### src/rtl/cello_tt_sweep_ctrl_if.sv
// Connection bundle for cello_tt_sweep_ctrl: the start/busy/done/pass/tt
// handshake with the test controller plus the three driven inputs and the
// single sampled output of the combinational logic block under test.
interface cello_tt_sweep_ctrl_if;
    logic       start;
    logic       busy;
    logic       done;
    logic       pass;
    logic [7:0] tt;
    logic       dut_in1;
    logic       dut_in2;
    logic       dut_in3;
    logic       dut_out;

    // Environment side: test controller issuing start, logic block returning dut_out.
    modport master (
        output start, dut_out,
        input  busy, done, pass, tt, dut_in1, dut_in2, dut_in3
    );

    // Sweep controller side.
    modport slave (
        input  start, dut_out,
        output busy, done, pass, tt, dut_in1, dut_in2, dut_in3
    );
endinterface

### src/rtl/cello_tt_sweep_ctrl.sv
// Truth-table sweep controller: drives all eight vectors into a 3-input
// combinational block, holds each for SETTLE_CYCLES before sampling its
// output, assembles the measured table (bit 7-r = row r) and compares it
// with EXPECTED_TT.
// Optional macro CELLO_SWEEP_GRAY_EN: visit rows in Gray order
// 0,1,3,2,6,7,5,4 so only one input toggles per step.
module cello_tt_sweep_ctrl #(
    parameter int unsigned SETTLE_CYCLES = 4,
    parameter logic [7:0]  EXPECTED_TT   = 8'h79,
    parameter int unsigned CNT_W         = 8
) (
    input  logic                 clk,
    input  logic                 rst,
    cello_tt_sweep_ctrl_if.slave bus
);

    typedef enum logic [1:0] {IDLE, APPLY, SAMPLE, DONE} state_t;

    localparam logic [CNT_W-1:0] SETTLE_LAST = CNT_W'(SETTLE_CYCLES - 1);

`ifdef CELLO_SWEEP_GRAY_EN
    localparam logic [2:0] LAST_ROW = 3'd4;
`else
    localparam logic [2:0] LAST_ROW = 3'd7;
`endif

    // Row that follows r in the visiting order.
    function automatic logic [2:0] next_row(input logic [2:0] r);
`ifdef CELLO_SWEEP_GRAY_EN
        logic [2:0] b;
        // Gray -> binary sequence index, step it, then back to Gray.
        b = {r[2], ^r[2:1], ^r};
        b = b + 3'd1;
        return b ^ (b >> 1);
`else
        return r + 3'd1;
`endif
    endfunction

    state_t           state_q, state_d;
    logic [2:0]       row_q, row_d;
    logic [CNT_W-1:0] cnt_q, cnt_d;
    logic [7:0]       tt_q, tt_d;
    logic             pass_q, pass_d;

    // Next-state logic: sequencing, settle counting, sampling and verdict.
    always_comb begin
        state_d = state_q;
        row_d   = row_q;
        cnt_d   = cnt_q;
        tt_d    = tt_q;
        pass_d  = pass_q;
        case (state_q)
            IDLE: begin
                if (bus.start) begin
                    state_d = APPLY;
                    row_d   = 3'd0;
                    cnt_d   = '0;
                    tt_d    = 8'h00;
                    pass_d  = 1'b0;
                end
            end
            APPLY: begin
                cnt_d = cnt_q + CNT_W'(1);
                if (cnt_q == SETTLE_LAST) begin
                    state_d = SAMPLE;
                end
            end
            SAMPLE: begin
                // Row r lands in bit 7-r, i.e. the bitwise complement of r.
                tt_d[~row_q] = bus.dut_out;
                cnt_d        = '0;
                if (row_q == LAST_ROW) begin
                    state_d = DONE;
                    // Verdict uses the table including this final sample so it
                    // is already valid while done is high.
                    pass_d  = (tt_d == EXPECTED_TT);
                end else begin
                    state_d = APPLY;
                    row_d   = next_row(row_q);
                end
            end
            DONE: begin
                state_d = IDLE;
            end
            default: begin
                state_d = IDLE;
            end
        endcase
    end

    // State and datapath registers with synchronous reset.
    always_ff @(posedge clk) begin
        if (rst) begin
            state_q <= IDLE;
            row_q   <= 3'd0;
            cnt_q   <= '0;
            tt_q    <= 8'h00;
            pass_q  <= 1'b0;
        end else begin
            state_q <= state_d;
            row_q   <= row_d;
            cnt_q   <= cnt_d;
            tt_q    <= tt_d;
            pass_q  <= pass_d;
        end
    end

    assign bus.busy    = (state_q == APPLY) || (state_q == SAMPLE);
    assign bus.done    = (state_q == DONE);
    assign bus.pass    = pass_q;
    assign bus.tt      = tt_q;
    assign bus.dut_in1 = row_q[2];
    assign bus.dut_in2 = row_q[1];
    assign bus.dut_in3 = row_q[0];

endmodule

### src/flat_wrapper.sv
// flat-port wrapper written by rule: the top's interface ports become plain ports
module cello_tt_sweep_ctrl_flat 
#(
    parameter int unsigned SETTLE_CYCLES = 4,
    parameter logic [7:0]  EXPECTED_TT   = 8'h79,
    parameter int unsigned CNT_W         = 8
)
  (clk, rst, bus_start, bus_dut_out, bus_busy, bus_done, bus_pass, bus_tt, bus_dut_in1, bus_dut_in2, bus_dut_in3);
  cello_tt_sweep_ctrl_if bus_i ();
  input  logic clk;
  input  logic rst;
  input wire logic [$bits(bus_i.start)-1:0] bus_start;
  input wire logic [$bits(bus_i.dut_out)-1:0] bus_dut_out;
  output wire logic [$bits(bus_i.busy)-1:0] bus_busy;
  output wire logic [$bits(bus_i.done)-1:0] bus_done;
  output wire logic [$bits(bus_i.pass)-1:0] bus_pass;
  output wire logic [$bits(bus_i.tt)-1:0] bus_tt;
  output wire logic [$bits(bus_i.dut_in1)-1:0] bus_dut_in1;
  output wire logic [$bits(bus_i.dut_in2)-1:0] bus_dut_in2;
  output wire logic [$bits(bus_i.dut_in3)-1:0] bus_dut_in3;
  assign bus_i.start = bus_start;
  assign bus_i.dut_out = bus_dut_out;
  assign bus_busy = bus_i.busy;
  assign bus_done = bus_i.done;
  assign bus_pass = bus_i.pass;
  assign bus_tt = bus_i.tt;
  assign bus_dut_in1 = bus_i.dut_in1;
  assign bus_dut_in2 = bus_i.dut_in2;
  assign bus_dut_in3 = bus_i.dut_in3;
  cello_tt_sweep_ctrl #(.SETTLE_CYCLES(SETTLE_CYCLES), .EXPECTED_TT(EXPECTED_TT), .CNT_W(CNT_W)) u_core (.clk(clk), .rst(rst), .bus(bus_i));
endmodule
### config.mk
export PLATFORM = sky130hd
export DESIGN_NAME = cello_tt_sweep_ctrl_flat
export DESIGN_NICKNAME = d
export VERILOG_FILES = /design/src/rtl/cello_tt_sweep_ctrl_if.sv /design/src/rtl/cello_tt_sweep_ctrl.sv /design/src/flat_wrapper.sv
export SDC_FILE = /design/constraint.sdc
export NUM_CORES = 1
export LEC_CHECK = 0
export CAP_MARGIN = 20
export CORE_MARGIN = 8
export CORE_UTILIZATION = 40
export CTS_BUF_LIST = sky130_fd_sc_hd__clkbuf_2
export DETAILED_ROUTE_END_ITERATION = 8
export PLACE_DENSITY = 0.72
export SLEW_MARGIN = 20
export SYNTH_ARGS = -nofsm -noshare
export SYNTH_HDL_FRONTEND = slang
export SYNTH_SLANG_ARGS = --single-unit
### constraint.sdc
create_clock -name clk -period 1.65 [get_ports clk]
set_input_delay 0.165 -clock clk [delete_from_list [all_inputs] [get_ports clk]]
set_output_delay 0.165 -clock clk [all_outputs]
set_load 0.02 [all_outputs]
-- Word-level counts from Yosys, hierarchy flattened
Index checks and enable logic that the tools add are counted.
- bits in registers: 22
- input port bits: 4
- output and inout bits: 14
- logic and storage cells: 46
- $add $sub $neg: 2
- $lt $le $gt $ge: 2
- equal/unequal tests: 10
- muxes and demuxes: 16
- bitwise gates (word level): 1
- reduce and logical (&&, ||, !) cells: 10
- operators by type and width (operator ; count):
    8-bit case mux with 3 select lines ; 1
    8-bit case mux with 2 select lines ; 1
    8-bit by 1-bit adder with 8-bit output, second input constant ; 1
    8-bit bitwise mux ; 1
    8-bit by 2-bit == test with 1-bit output, second input constant ; 1
    8-bit by 7-bit == test with 1-bit output, second input constant ; 1
    8-bit 2-to-1 mux ; 1
    2-bit case mux with 4 select lines ; 1
    2-bit 2-to-1 mux ; 3
    3-bit 2-to-1 mux ; 2
    3-bit case mux with 2 select lines ; 1
    2-bit AND reduction ; 3
    3-bit AND reduction ; 2
    2-bit == test, second input constant ; 2
    3-bit by 4-bit < comparator with 1-bit output, second input constant ; 1
    2-bit by 1-bit inequality test with 1-bit output, second input constant ; 2
    2-bit inequality test, second input constant ; 2
    3-bit by 1-bit adder with 3-bit output, second input constant ; 1
    1-bit demux with 3-bit select ; 1
    3-bit == test, second input constant ; 1
    3-bit by 1-bit >= comparator with 1-bit output, second input constant ; 1
    1-bit 2-to-1 mux ; 3
    3-bit inverter ; 1
    3-bit nonzero test ; 1
    other kinds (6) ; 6

-- Depth between registers and ports, before layout
Gate-level depths: netlist of the first run.
- depth after elaboration: 9
- mapped depth: 9
- mapped depth without buffers: 7

-- Least setup slack after synthesis of the first run
OpenSTA, ideal clock, no wires.
- kind: register to register
- start point: register u_core.state_q[0]
- end point: register u_core.tt_q[2] (netlist: u_core.bus.tt[2])
- arrival time: 1711 ps
- data required time: 1579 ps
- setup slack: -132 ps
- cell stages (with the launch flop): 10
- path buffers: 2
- cell sequence: dfxtp_1 inv_1 ha_1 nand2b_1 clkbuf_2 and2_0 buf_2 nand3_1 or3b_1 a21oi_1
- longest elaborated chain between the ends: 3
- RTL lines (what ; line ; RTL):
    start: declaration ; cello_tt_sweep_ctrl.sv:40 ; state_t state_q, state_d;
    start signal: assignment ; cello_tt_sweep_ctrl.sv:101 ; state_q <= state_d;
    2-bit == test or 2-bit zero test (tied branches) ; cello_tt_sweep_ctrl.sv:53 ; case (state_q)
    2-bit nonzero test (no source line) or 2-bit inequality test (tied branches) ; n/a ;
    2-bit AND reduction (no source line) ; n/a ;
    end signal: assignment ; cello_tt_sweep_ctrl.sv:104 ; tt_q <= tt_d;
    end: declaration ; cello_tt_sweep_ctrl.sv:43 ; logic [7:0] tt_q, tt_d;
Several ways; a longest one is shown, not always the timed one.
A chain may end at the register's enable or synchronous reset.

-- Worst setup path after layout of the first run
- start point: register u_core.cnt_q[0]
- end point: register u_core.state_q[1]
- longest elaborated chain between the ends: 3
- RTL lines (what ; line ; RTL):
    start: declaration ; cello_tt_sweep_ctrl.sv:42 ; logic [CNT_W-1:0] cnt_q, cnt_d;
    start signal: assignment ; cello_tt_sweep_ctrl.sv:103 ; cnt_q <= cnt_d;
    8-bit by 2-bit == test with 1-bit output ; cello_tt_sweep_ctrl.sv:65 ; if (cnt_q == SETTLE_LAST) begin
    2-bit by 1-bit inequality test with 1-bit output (no source line) ; n/a ;
    2-bit AND reduction (no source line) ; n/a ;
Every way passes these cells.

==> impl_metrics.ini, run 1 <==
[die]
core_area_um2 = 3080
rows = 20
io-pin-count = 18
die-area_um2 = 5370
die_y_um = 73.3
start_util_pct = 42.6
die_w_um = 73.3

[sta]
min_period_ns = 1.70
maxSlewViolCount = 0
setup_violations = 2
post-route-period-util_pct = 103
rsz0062_at_grt = yes
slew_headroom_pct = 72.6
tightest_slew_ns = 0.410
clock_skew_ns = 0.0169
fmax_mhz = 587
holdWs_ns = 0.502
hold_viol_final = 0
fin_ws_ns = -0.0521

[cts]
cts_inserted_buffers = 3
htreeDepth = 1
tritoncts = yes
clkTransAtPathRegs_ns = 0.25
clkLatencyLatePin_ns = 0.35
clock_path_buffers = 2
cts_root_buf = clkbuf_2
cts_sinks = 22

[synth]
synth-seq-area-share_pct = 33.6
synth-simple-area-share_pct = 27.1
ys_seq_elements = 22
avgSynthCellArea_um2 = 7.85
synth_edf_count = 0
async_flop_share_pct = 0
yosys_warnings = 0
synthCells = 167
synth_top_family_by_area = simple AND/OR/NAND/NOR gates
syn_nets = 178
synth_compound_area_share_pct = 20.7
synth-xor-area-share_pct = 4.68
synth.distinct_cells = 40
muxShareOfSynthArea_pct = 2.39
synth_adder_area_share_pct = 6.68
ys.flop_type = dfxtp_1
syn_area_um2 = 1310

[power_and_ir_drop]
p_leak_nw = 0.756
ir_drop_v = 0.000795
pwr_density_cell_nw_per_um2 = 990

[routing]
wl_per_cell_um = 13.5
avgViaCountPerCell = 5.24
drt_pre_antenna_iters = 4
drt_iter0_markers = 102
route.vias.total = 1294
drc = 0
ant_nets = 0
drt_wl_total_mm = 3.34

[job]
maxCapViolCount = 0

[global_routing]
grt_first_pass_wirelength_mm = 5.44
grt_start_max_net_pins = 20
busiest_layer = met2
antenna_found_initial = 0
grt_pass1_vias = 1248
grtUsageTotal_pct = 12.4
overflow = 0
grt_use_met1_pct = 15.1
gr-usage-met3_pct = 2.45
gr-usage-met2_pct = 21.0

[worst_setup_path]
crit_chain = ha_4 -> or4b_4 -> o41ai_4 -> buf_4 -> nand4_1 -> a21oi_1
worst-path-max-fanout = 3
worst_ep_required_time_ns = 1.96
cp_slowest_cell = or4b_4
criticalPathCategory = register to register
start_kind = register
cp_data_arrival_time_ns = 2.01
critPathLaunch = u_core.cnt_q[0]
r2r_start = u_core.cnt_q[0]
endpoint_kind = register
critPathMaxStageDelay_ns = 0.47

[cells_and_area]
nets = 215
postLayoutCoreUtil_pct = 57.8
antennaDiodeCount = 0
layout-drive-gt1-share_pct = 23.6
area_growth_syn_to_layout_pct = 35.7

[hold_path]
min_from = u_core.bus.pass
hp-class = register to register

[placement]
hpwl_mm = 2.38
preCtsSetupSlack_ns = -0.0522
finalWeightedCongestion = 0.876
port-buffer-count = 17

[status]
violations = setup timing
outcome = finished, violations left
## worst paths after layout
| path | to | slack [ns] | depth (start not counted) |
|---|---|---|---|
| max | u_core.state_q[1] | -0.05 | 6 |
| min | u_core.bus.pass | 0.50 | 2 |
| max reg2reg | u_core.state_q[1] | -0.05 | 6 |
| min reg2reg | u_core.bus.pass | 0.50 | 2 |
## cell usage after synthesis, types with 3 or more instances
cell,number,share of area [%]
nor2_1,22,6.3
dfxtp_1,22,34
ha_1,7,6.7
o21ai_0,10,3.8
xor2_1,5,3.3
inv_1,6,1.7
nor2b_1,4,1.9
nand3_1,10,3.8
nor3_1,4,1.5
nand2_1,15,4.3
clkbuf_1,7,2.0
a22oi_1,3,1.7
nand4_1,3,1.4
a21oi_1,11,4.2
nor3b_1,3,1.7
## registers in the layout, indices dropped and copies added, names as in the netlist
| name | flops |
|---|---|
| u_core.cnt_q | 8 |
| u_core.row_q | 3 |
| u_core.bus.pass | 1 |
| u_core.bus.tt | 8 |
| u_core.state_q | 2 |
## per-stage QoR
step | instances | setup TNS, ns | power [mW] | area [um^2]
2_1_floorplan | 167 | -0.0828 | 1.06 | 1340
3_3_place_gp | 241 | -0.0292 | 1.28 | 1690
3_5_place_dp | 241 | -0.0635 | 1.30 | 1690
4_1_cts | 246 | -0.0708 | 1.70 | 1740
5_1_grt | 247 | -0.243 | 1.87 | 1780
6_report | 247 | -0.100 | 1.76 | 1780
## final cells by class
| cell class | count | area [um^2] |
|---|---|---|
| Clock inverter | 1 | 30.0 |
| Sequential cell | 22 | 447 |
| Tap cell | 44 | 55.1 |
| Clock buffer | 3 | 15.0 |
| Multi-Input combinational cell | 129 | 855 |
| Inverter | 6 | 22.5 |
| Fill cell | 285 | 1300 |
| Timing Repair Buffer | 42 | 355 |
## report_power, final
group	internal (mW)	switching, mW	leakage [nW]
clock	0.209	0.187	0.0266
sequential	0.578	0.0354	0.180
combinational	0.354	0.398	0.549
## logic make-up after synthesis
family | after synthesis
muxes | 3
AOI/OAI and AO/OA | 40
xor gates and xnor gates | 7
buffers and inverters | 16
adders and majority gates | 7
and+or+nand+nor | 72
DFF | 22
## cell usage in the layout (no fill, tap or decap), types with 2 or more instances in the layout
cell / synthesis / final
buf_4: 0 / 25
nor2_1: 22 / 21
dfxtp_1: 22 / 17
nand2_1: 15 / 15
a21oi_1: 11 / 11
nand3_1: 10 / 10
o21ai_0: 10 / 10
clkdlybuf4s50_1: 0 / 9
xor2_1: 5 / 5
dfxtp_2: 0 / 5
nor2b_1: 4 / 4
inv_1: 6 / 4
ha_1: 7 / 4
clkbuf_2: 1 / 4
dlygate4sd2_1: 0 / 4
nand4_1: 3 / 3
nor3_1: 4 / 3
nor3b_1: 3 / 3
a22oi_1: 3 / 3
ha_4: 0 / 3
dlymetal6s2s_1: 0 / 3
inv_2: 0 / 2
mux2i_1: 2 / 2
nand2b_1: 2 / 2
o31ai_1: 2 / 2
xnor2_1: 2 / 2
and2_1: 2 / 2
a21o_1: 2 / 2
o22ai_1: 2 / 2
and3_1: 2 / 2
a31oi_1: 2 / 2
## timing repair
action,4_1_cts,5_1_grt
pin swaps,0,1
cloned,0,0
hold buffers,0,0
resized for setup,9,12
setup endpoints to repair,13,18
setup buffers,1,1
## per-layer routing
metal / wire length, um / up-vias
li1: - / 655
met1: 1640 / 609
met2: 1520 / 25
met3: 132 / 5
met4: 40 / 0
met5: 0 / -
## critical path, delay by kind of cell, from the launching register on
kind / cells / cell delay (ns)
buffers and inverters: 1 / 0.17
flip-flops: 1 / 0.40
adder cells (fa/ha/maj): 1 / 0.13
AO/OA/AOI/OAI: 2 / 0.42
AND/OR/NAND/NOR: 2 / 0.56
(Power assumes the default switching activity.)
==> run 2: changes to the inputs <==
GPL_TIMING_DRIVEN = 0   (was not set)
SKIP_LAST_GASP = 1   (was not set)
==> impl_metrics.ini, run 2 (synthesis gave the netlist of run 1 again) <==
[status]
outcome = finished, violations left
violations = setup timing

[worst_setup_path]
start_kind = register
worst_ep_required_time_ns = 1.93
r2r_start = u_core.cnt_q[0]
worst-path-max-fanout = 2
r2r-end = u_core.state_q[1]
rrSetupSlack_ns = -0.11
cp_data_arrival_time_ns = 2.04
criticalPathCategory = register to register
reg2reg_depth = 6
endpoint_kind = register

[cts]
clkLatencyLatePin_ns = 0.33
cts_hold_buf = 0
tritoncts = yes
clock_path_buffers = 2
cts_sinks = 22
cts_root_buf = clkbuf_2
htreeDepth = 1
clkTransAtPathRegs_ns = 0.22
cts_inserted_buffers = 3

[routing]
drt_iter0_markers = 100
route.vias.total = 1346
drt_pre_antenna_iters = 4
avgViaCountPerCell = 5.52
ant_nets = 0
drc = 0
drt_wl_total_mm = 3.89
wl_per_cell_um = 16.0

[placement]
finalWeightedCongestion = 0.929
dp_cells = 228
port-buffer-count = 17
hpwl_mm = 2.41
preCtsSetupSlack_ns = -0.290

[die]
die_w_um = 73.3
core_area_um2 = 3080
start_util_pct = 42.6
rows = 20
die_y_um = 73.3
io-pin-count = 18
die-area_um2 = 5370

[hold_path]
whs_endpoint = u_core.bus.tt[6]
hp-class = register to register
min_from = u_core.bus.tt[6]
hold_depth = 2

[sta]
hold_viol_final = 0
final.setup.tns_ns = -0.257
slew_headroom_pct = 60.7
post-route-period-util_pct = 106
setup_violations = 5
clock_skew_ns = 0.00433
min_period_ns = 1.76
maxSlewViolCount = 0
fmax_mhz = 569
rsz0062_at_grt = yes
fin_ws_ns = -0.107
tightest_slew_ns = 0.585

[global_routing]
antenna_found_initial = 0
overflow = 0
grt_pass1_vias = 1305
grtUsageTotal_pct = 14.2
grt_start_max_net_pins = 14
grt_first_pass_wirelength_mm = 6.15

[cells_and_area]
antennaDiodeCount = 0
finalNonFillerCells = 244
area_growth_syn_to_layout_pct = 40.2
layout_commonest_cell = nor2_1
nets = 212
mostFrequentLayoutCells = 21 x nor2_1, 16 x dfxtp_1, 15 x nand2_1
layout-drive-gt1-share_pct = 27.5

[power_and_ir_drop]
p_leak_nw = 0.737
pwr_density_cell_nw_per_um2 = 1020
ir_drop_v = 0.000723

[job]
maxCapViolCount = 0
==> run 2: cell count changes in the layout (fill, tap and decap cells not counted), sizes merged <==
cell           before  now
dlygate4sd2         4    2
clkdlybuf4s50       9   12
buf                25   17
clkbuf              4    8
==> run 2: area by class of cell <==
type                       count  area (um^2)
sequential                    22          458
timing repair buffer          30          277
buffer                         9         57.6
inverter                       6         25.0
fill                         269         1240
multi-input combinational    129          921
tap                           44         55.1
clock inverter                 1         30.0
clock buffer                   3         15.0
==> run 2: worst max path at each step <==
| stage | from | endpoint | slack [ns] | cells after the start |
|---|---|---|---|---|
| after floorplan | u_core.state_q[0] | u_core.bus.tt[2] | -0.07 | 9 |
| after global placement | bus_start | u_core.bus.tt[2] | -0.27 | 8 |
| after detailed placement | bus_start | u_core.bus.tt[2] | -0.29 | 8 |
| after CTS | u_core.state_q[0] | u_core.cnt_q[0] | -0.14 | 5 |
| after global routing | u_core.cnt_q[0] | u_core.state_q[1] | -0.16 | 6 |
| final | u_core.cnt_q[0] | u_core.state_q[1] | -0.11 | 6 |
==> run 2: metal layers <==
metal,track usage (%),wire (um),up-vias
met3,3.13,212,9
met4,6.00,68,0
met1,18.0,1680,640
met2,22.5,1930,42
met5,0,0,-
li1,-,-,655
==> run 2: through the flow <==
stage / utilization (%) / hold WS (ns) / cell area, um^2 / power (mW)
after floorplan: - / 0.231 / 1340 / 1.06
after global placement: 50.8 / 0.469 / 1560 / 1.19
after detailed placement: 50.8 / 0.473 / 1560 / 1.21
after CTS: 56.1 / 0.483 / 1730 / 1.71
after global routing: 59.7 / 0.488 / 1840 / 1.98
final: 59.7 / 0.500 / 1840 / 1.88
==> run 2: where the power goes <==
part / switching, mW / total, mW / internal [mW]
combinational: 0.457 / 0.874 / 0.417
clock: 0.172 / 0.381 / 0.209
sequential: 0.0424 / 0.628 / 0.585
total: 0.671 / 1.88 / 1.21
==> run 2: worst max-delay path, cell delays in order (launching register included) <==
cell	delay (ns)
dfxtp_4	0.42
ha_4	0.13
or4b_4	0.46
o41ai_4	0.26
buf_4	0.18
nand4_1	0.10
a21oi_1	0.15
==> run 2: timing repair <==
action,CTS,global route
pin swaps,5,5
resized for setup,20,29
setup buffers,9,4
hold endpoints to repair,0,0
setup endpoints to repair,25,26
